File: src/rtl/mem_rd_arbiter.sv
// Three-source read arbiter: round-robin grant into a single request register,
// per-source outstanding caps, and ID-tag routing of returned data beats.
module mem_rd_arbiter #(
  parameter int unsigned ADDR_W    = 40,
  parameter int unsigned LEN_W     = 8,
  parameter int unsigned ID_W      = 4,
  parameter int unsigned DATA_W    = 512,
  parameter int unsigned MAX_OUTST = 4
) (
  input  logic                clk_i,
  input  logic                rstn_i,
  input  logic [2:0]          req_valid_i,
  output logic [2:0]          req_ready_o,
  input  logic [3*ADDR_W-1:0] req_addr_i,
  input  logic [3*LEN_W-1:0]  req_len_i,
  input  logic [3*ID_W-1:0]   req_id_i,
  output logic [2:0]          resp_valid_o,
  input  logic [2:0]          resp_ready_i,
  output logic [DATA_W-1:0]   resp_data_o,
  output logic [ID_W-1:0]     resp_id_o,
  output logic                resp_last_o,
  output logic                mem_req_valid_o,
  input  logic                mem_req_ready_i,
  output logic [ADDR_W-1:0]   mem_req_addr_o,
  output logic [LEN_W-1:0]    mem_req_len_o,
  output logic [ID_W+1:0]     mem_req_id_o,
  input  logic                mem_resp_valid_i,
  output logic                mem_resp_ready_o,
  input  logic [DATA_W-1:0]   mem_resp_data_i,
  input  logic [ID_W+1:0]     mem_resp_id_i,
  input  logic                mem_resp_last_i,
  output logic                err_o
);

  localparam int unsigned CNT_W = 4;
  localparam int unsigned NSRC  = 3;

  typedef enum logic {EMPTY, FULL} state_t;

  typedef struct packed {
    logic [ADDR_W-1:0] addr;
    logic [LEN_W-1:0]  len;
    logic [ID_W+1:0]   id;
  } req_t;

  state_t           state_q, state_d;
  logic [1:0]       rr_q, rr_d;
  logic [CNT_W-1:0] cnt_q [NSRC];
  logic [CNT_W-1:0] cnt_d [NSRC];
  req_t             req_q, sel_req;
  logic             err_q, err_d;

  logic [3:0] elig;
  logic [1:0] p0, p1, p2, gidx;
  logic       loadable, load;
  logic [3:0] grant;
  logic [1:0] src;
  logic       last_acc;

  // Eligibility and rotating-priority pick; bit 3 pads the vector so 2-bit indices stay in range
  always_comb begin
    elig = 4'b0000;
    for (int s = 0; s < NSRC; s++)
      elig[s] = req_valid_i[s] && (cnt_q[s] < CNT_W'(MAX_OUTST));
    case (rr_q)
      2'd1:    begin p0 = 2'd1; p1 = 2'd2; p2 = 2'd0; end
      2'd2:    begin p0 = 2'd2; p1 = 2'd0; p2 = 2'd1; end
      default: begin p0 = 2'd0; p1 = 2'd1; p2 = 2'd2; end
    endcase
    if (elig[p0])      gidx = p0;
    else if (elig[p1]) gidx = p1;
    else               gidx = p2;
  end

  assign loadable    = (state_q == EMPTY) || mem_req_ready_i;
  assign grant       = 4'(load) << gidx;
  assign req_ready_o = grant[2:0];

  always_comb begin
    sel_req = '0;
    case (gidx)
      2'd0: begin
        sel_req.addr = req_addr_i[0 +: ADDR_W];
        sel_req.len  = req_len_i[0 +: LEN_W];
        sel_req.id   = {2'd0, req_id_i[0 +: ID_W]};
      end
      2'd1: begin
        sel_req.addr = req_addr_i[ADDR_W +: ADDR_W];
        sel_req.len  = req_len_i[LEN_W +: LEN_W];
        sel_req.id   = {2'd1, req_id_i[ID_W +: ID_W]};
      end
      default: begin
        sel_req.addr = req_addr_i[2*ADDR_W +: ADDR_W];
        sel_req.len  = req_len_i[2*LEN_W +: LEN_W];
        sel_req.id   = {2'd2, req_id_i[2*ID_W +: ID_W]};
      end
    endcase
  end

  // Request register FSM: next state, load strobe and RR pointer
  always_comb begin
    state_d = state_q;
    rr_d    = rr_q;
    load    = 1'b0;
    if (loadable) begin
      if (|elig) begin
        load    = 1'b1;
        state_d = FULL;
        rr_d    = (gidx == 2'd2) ? 2'd0 : gidx + 2'd1;
      end else begin
        state_d = EMPTY;
      end
    end
  end

  // Response routing by source tag; tag 3 is sunk so the channel never stalls
  assign src              = mem_resp_id_i[ID_W+1:ID_W];
  assign mem_resp_ready_o = ({1'b1, resp_ready_i} >> src) & 4'b0001 ? 1'b1 : 1'b0;
  assign resp_valid_o     = 3'((4'(mem_resp_valid_i) << src) & 4'b0111);
  assign resp_data_o      = mem_resp_data_i;
  assign resp_id_o        = mem_resp_id_i[ID_W-1:0];
  assign resp_last_o      = mem_resp_last_i;
  assign last_acc         = mem_resp_valid_i && mem_resp_ready_o && mem_resp_last_i;

  always_comb begin
    err_d = err_q || (mem_resp_valid_i && (src == 2'd3));
    for (int s = 0; s < NSRC; s++) begin
      cnt_d[s] = cnt_q[s];
      if (last_acc && (src == 2'(s)) && (cnt_q[s] == '0)) begin
        err_d = 1'b1;
        if (grant[s]) cnt_d[s] = cnt_q[s] + CNT_W'(1);
      end else begin
        case ({grant[s], last_acc && (src == 2'(s))})
          2'b10:   cnt_d[s] = cnt_q[s] + CNT_W'(1);
          2'b01:   cnt_d[s] = cnt_q[s] - CNT_W'(1);
          default: cnt_d[s] = cnt_q[s];
        endcase
      end
    end
  end

  always_ff @(posedge clk_i or negedge rstn_i) begin
    if (!rstn_i) begin
      state_q <= EMPTY;
      rr_q    <= 2'd0;
      req_q   <= '0;
      err_q   <= 1'b0;
      for (int s = 0; s < NSRC; s++) cnt_q[s] <= '0;
    end else begin
      state_q <= state_d;
      rr_q    <= rr_d;
      err_q   <= err_d;
      if (load) req_q <= sel_req;
      for (int s = 0; s < NSRC; s++) cnt_q[s] <= cnt_d[s];
    end
  end

  assign mem_req_valid_o = (state_q == FULL);
  assign mem_req_addr_o  = req_q.addr;
  assign mem_req_len_o   = req_q.len;
  assign mem_req_id_o    = req_q.id;
  assign err_o           = err_q;

endmodule

File: config.mk
export PLATFORM = sky130hd
export DESIGN_NAME = mem_rd_arbiter
export DESIGN_NICKNAME = d
export VERILOG_FILES = /design/src/rtl/mem_rd_arbiter.sv
export SDC_FILE = /design/constraint.sdc
export NUM_CORES = 1
export LEC_CHECK = 0
export CAP_MARGIN = 20
export CORE_AREA = 5 5 486 488
export DETAILED_ROUTE_END_ITERATION = 6
export DIE_AREA = 0 0 491 493
export PLACE_DENSITY_LB_ADDON = 0.08
export RECOVER_POWER = 25
export SLEW_MARGIN = 10
export SYNTH_ARGS = -nofsm -noshare
export SYNTH_HDL_FRONTEND = slang
export SYNTH_SLANG_ARGS = --single-unit
File: constraint.sdc
create_clock -name clk_i -period 3.6 [get_ports clk_i]
set_clock_uncertainty 0.15 [all_clocks]
set_input_delay 0.72 -clock clk_i [delete_from_list [all_inputs] [get_ports clk_i]]
set_output_delay 0.72 -clock clk_i [all_outputs]
set_load 0.05 [all_outputs]
==> results summary <==
The reg2reg setup slack came out at 0.65 ns. The total half-perimeter wirelength after legalization and detailed placement is 45.8 mm. The sequential cells in the finished layout cover a total of 1730 µm².

The final count of negative-setup-slack endpoints is 0. STA classifies the critical path startpoint as an input pin. The worst register-to-register path has a depth of 12. The maximum clock insertion buffer count came out at 2. The combinational cell fraction of total power came out at 0.626. TritonCTS built the clock tree. The commonest cells after synthesis are buf_4, dfrtp_1, nand2_1, nor2_1, a21oi_1. The sum of met2 wire segment lengths after detailed routing is 27.1 mm.

The worst hold path belongs to the class register to register. For this design, the sink count on the clock tree is 69. The wire length of the first global-routing pass came out at 72.1 mm. The post-route antenna net violation count is 0. The total power divided by cell area came out at 664 nW/µm². The area share of the leading cell type in the synthesized netlist is 0.492.

The cell sitting at the root of the clock tree is a clkbuf_16. The H-tree level count is 3. Setup repair after global routing left no endpoint under its margin. The CTS buffer count came out at 9.

The top-level I/O count came out at 1265. After clock tree synthesis, the clock-pin slew on the worst setup and hold paths is 0.09 ns. The switching part of the total power came out at 0.540. In this run, the number of DRC markers left after iteration 0 of detailed routing was 209. The area taken by multi-input logic gates came out at 2170 µm². The via count of the first global-routing pass is 6297. The total net switching power is 3890 µW.

After detailed routing, the average wire length per cell comes to 15.5 µm. Of the total power, the clock network draws 0.168. The top layer reached by signal wires is met5. In this run the static leakage power is 0.00284 µW.

The number of cells on the worst hold path came out at 2. The number of hold violations in the final report is 0. The horizontal die dimension is 491 µm.

The post-detailed-routing wire length is 58.1 mm. The share of synthesized registers carrying an async set or reset came out at 1.00. The number of synthesized flops with an enable pin came out at 0. The capture instance of the worst register-to-register path is cnt_q[7]$_DFFE_PN0P_. The slew of the pin with the lowest slew margin came out at 1.38 ns. The cell count after synthesis came out at 971. The required time at the endpoint of the critical path came out at 2.73 ns. The share of synthesized area occupied by flip-flops and latches came out at 0.216. In the final layout, the share of cells above drive strength 1 is 0.131. The later pin in the worst-skew pair is clocked with a latency of 0.43 ns. Counting every net in the synthesized netlist gives 1670. In the finished design, the share of the clock period the worst path needs comes to 0.971. The highest net fanout along the worst path is 3. The type of element capturing the critical path is an output pin.

In the global route stage, overall resource usage came out at 0.0467. The register bit count reported by yosys is 69. The number of antenna violations at the first check in global routing came to 7.

The residual overflow from global routing is 0. The pre-antenna-repair detailed-routing pass consisted of 4 iterations. The count of max-cap constraint violations came out at 0. The final cell utilization of the core came out at 0.0469. The cell area that synthesis handed to floorplanning was 7980 µm².

Entering global routing, the biggest net connects 58 pins. The area of placed instances came out at 10500 µm². In the post-synthesis netlist, the biggest area contributors are buf_4, dfrtp_1, a221oi_1, a21oi_1, nand2_1.

For this block, wires on met1 add up to 15.1 mm. The quantity of I/O buffers inserted on ports is 232. The worst-case hold path end point is mem_req_id_o[5]$_DFFE_PN0N_. The area of all placed cells without fillers is 10900 µm². The initial core utilization is 0.0345. The floorplan row count came out at 177.

The relative slew slack is 0.0818. The worst flop-to-flop path startpoint is rr_q[1]$_DFFE_PN0N_. Wire segments on met3 add up to 8.98 mm in the final route.

The internal power component came out at 3310 µW. The highest achievable clock rate came out at 286 MHz. The worst hold path begins at mem_req_id_o[5]$_DFFE_PN0N_. The run finished with clean final reports.

During synthesis, Yosys emitted a total of 0 warnings. The number of fill cells came out at 27300. The post-synthesis to final-layout area growth is 36.1%. Setup slack closes at 0.103 ns. After the last flow step, the layout net total stands at 1404. At the worst endpoint, the arrival time is 2.63 ns.

The number of max-slew violations in the final report came out at 0. The most used flip-flop cell after synthesis is dfrtp_1. The number of vias per cell after detailed routing is 1.46. The final RePlAce weighted congestion is 0.617. Yosys instantiated no cell more often than buf_4.

The full die area came out at 242000 µm². The final critical-path required period is 3.50 ns. The DRC violation count after routing came out at 0. Hold repair after CTS inserted 0 buffers. The number of vias in the routed layout came out at 5485.

The die is 493 µm tall. The pre-CTS setup slack is -0.00746 ns. The maximum VDD drop came out at 408 µV. The post-route total power is 7210 µW. The core region is 231000 µm². The number of distinct library cells after synthesis is 50. The critical path in this run is classified as input pin to output pin. The fraction of power consumed by sequential logic is 0.206. The mean instance size in the synthesized netlist came out at 8.22 µm². Of all cell types, the one taking the most synthesized area is buf_4.
## cell families after synthesis
kind of cell / synth area share
AOI/OAI and AO/OA: 0.126
xor gates and xnor gates: 0.00769
adders and majority gates: 0.0220
buffers and inverters: 0.518
DFF: 0.216
muxes: 0.0104
and+or+nand+nor: 0.0993
## critical path, cell delays in order
cell and delay, ns:
clkdlybuf4s50_1 0.49, or3b_1 0.40, o21ai_0 0.24, o211a_4 0.21, nor3b_4 0.20, buf_4 0.16, buf_4 0.19
## metrics by stage
stage | setup TNS (ns) | instances | hold WS (ns)
2_1_floorplan | 0 | 971 | 0.274
3_3_place_gp | -0.703 | 3736 | 0.316
3_5_place_dp | -0.00746 | 3737 | 0.321
4_1_cts | 0 | 3753 | 0.168
5_1_grt | 0 | 3755 | 0.391
6_report | 0 | 3755 | 0.343
## layer usage
layer / global-route usage / up-vias
met4: 0.0490 / 14
met3: 0.0328 / 305
met2: 0.0746 / 567
met5: 0.0166 / -
met1: 0.0345 / 2451
li1: - / 2148
## sequential cells by signal, summed over array words and instances (netlist names)
register         cells
cnt_q               12
mem_req_valid_o      1
mem_req_addr_o      40
err_o                1
mem_req_id_o         5
rr_q                 2
mem_req_len_o        8
## repair_timing
| action | in CTS | in global routing |
|---|---|---|
| setup buffers | 0 | 0 |
| gates resized for setup | 0 | 2 |
| setup endpoints to repair | 0 | 2 |
| hold endpoints to repair | 0 | 0 |
## cell type report
class                   instances  area share
flip-flops and latches         69       0.159
clock buffers                  10      0.0220
repair buffers                275       0.255
diodes                          2    0.000461
inverters                      14     0.00484
clock inverters                 6     0.00795
multi-input cells             336       0.200
well taps                    3043       0.351
## power groups by stage
stage               Combinational [µW]  Sequential (µW)  Clock, µW
finish                            4520             1480       1210
global route                      4950             1540       1360
CTS                               4830             1500       1370
global placement                  4840             1520          0
floorplan                         3030             2440          0
detailed placement                4820             1500          0
## worst max path at each step
stage / end / slack (ns) / start
finish: req_ready_o[2] / 0.10 / req_valid_i[2]
global route: req_ready_o[0] / 0.006 / req_valid_i[0]
CTS: req_ready_o[0] / 0.07 / req_valid_i[2]
detailed placement: cnt_q[7]$_DFFE_PN0P_ / -0.007 / req_valid_i[0]
global placement: mem_req_addr_o[39]$_DFFE_PN0N_ / -0.63 / req_valid_i[2]
floorplan: cnt_q[3]$_DFFE_PN0P_ / 0.36 / req_valid_i[0]
## layout by cell type (no fill, tap or decap), types with 2 or more instances in the layout
cell | synthesis | final
clkdlybuf4s50_1 | 0 | 223
dfrtp_1 | 69 | 69
nand2_1 | 67 | 67
nor2_1 | 64 | 64
a21oi_1 | 59 | 59
a221oi_1 | 40 | 40
buf_4 | 523 | 34
inv_1 | 14 | 14
ha_1 | 14 | 14
buf_12 | 0 | 13
a221oi_2 | 10 | 10
clkbuf_16 | 0 | 9
mux2i_1 | 6 | 6
nand3_1 | 6 | 6
o21ai_0 | 5 | 5
o31ai_1 | 4 | 4
xnor2_1 | 4 | 4
nor4_1 | 3 | 3
nand2b_1 | 3 | 3
and3_1 | 3 | 3
nand4b_1 | 3 | 3
xor2_1 | 3 | 3
clkbuf_1 | 15 | 3
diode_2 | 0 | 2
mux2_2 | 2 | 2
nor3b_1 | 2 | 2
nor3b_4 | 1 | 2
nor3_1 | 2 | 2
or3b_1 | 2 | 2
nor4b_1 | 3 | 2
o22ai_1 | 2 | 2
nor2b_1 | 3 | 2
a21bo_2 | 2 | 2
and2_1 | 2 | 2
nand4_1 | 2 | 2
a21oi_2 | 2 | 2
clkinv_2 | 0 | 2
bufinv_16 | 0 | 2
clkbuf_2 | 0 | 2
Power figures use the tool's default switching activity.
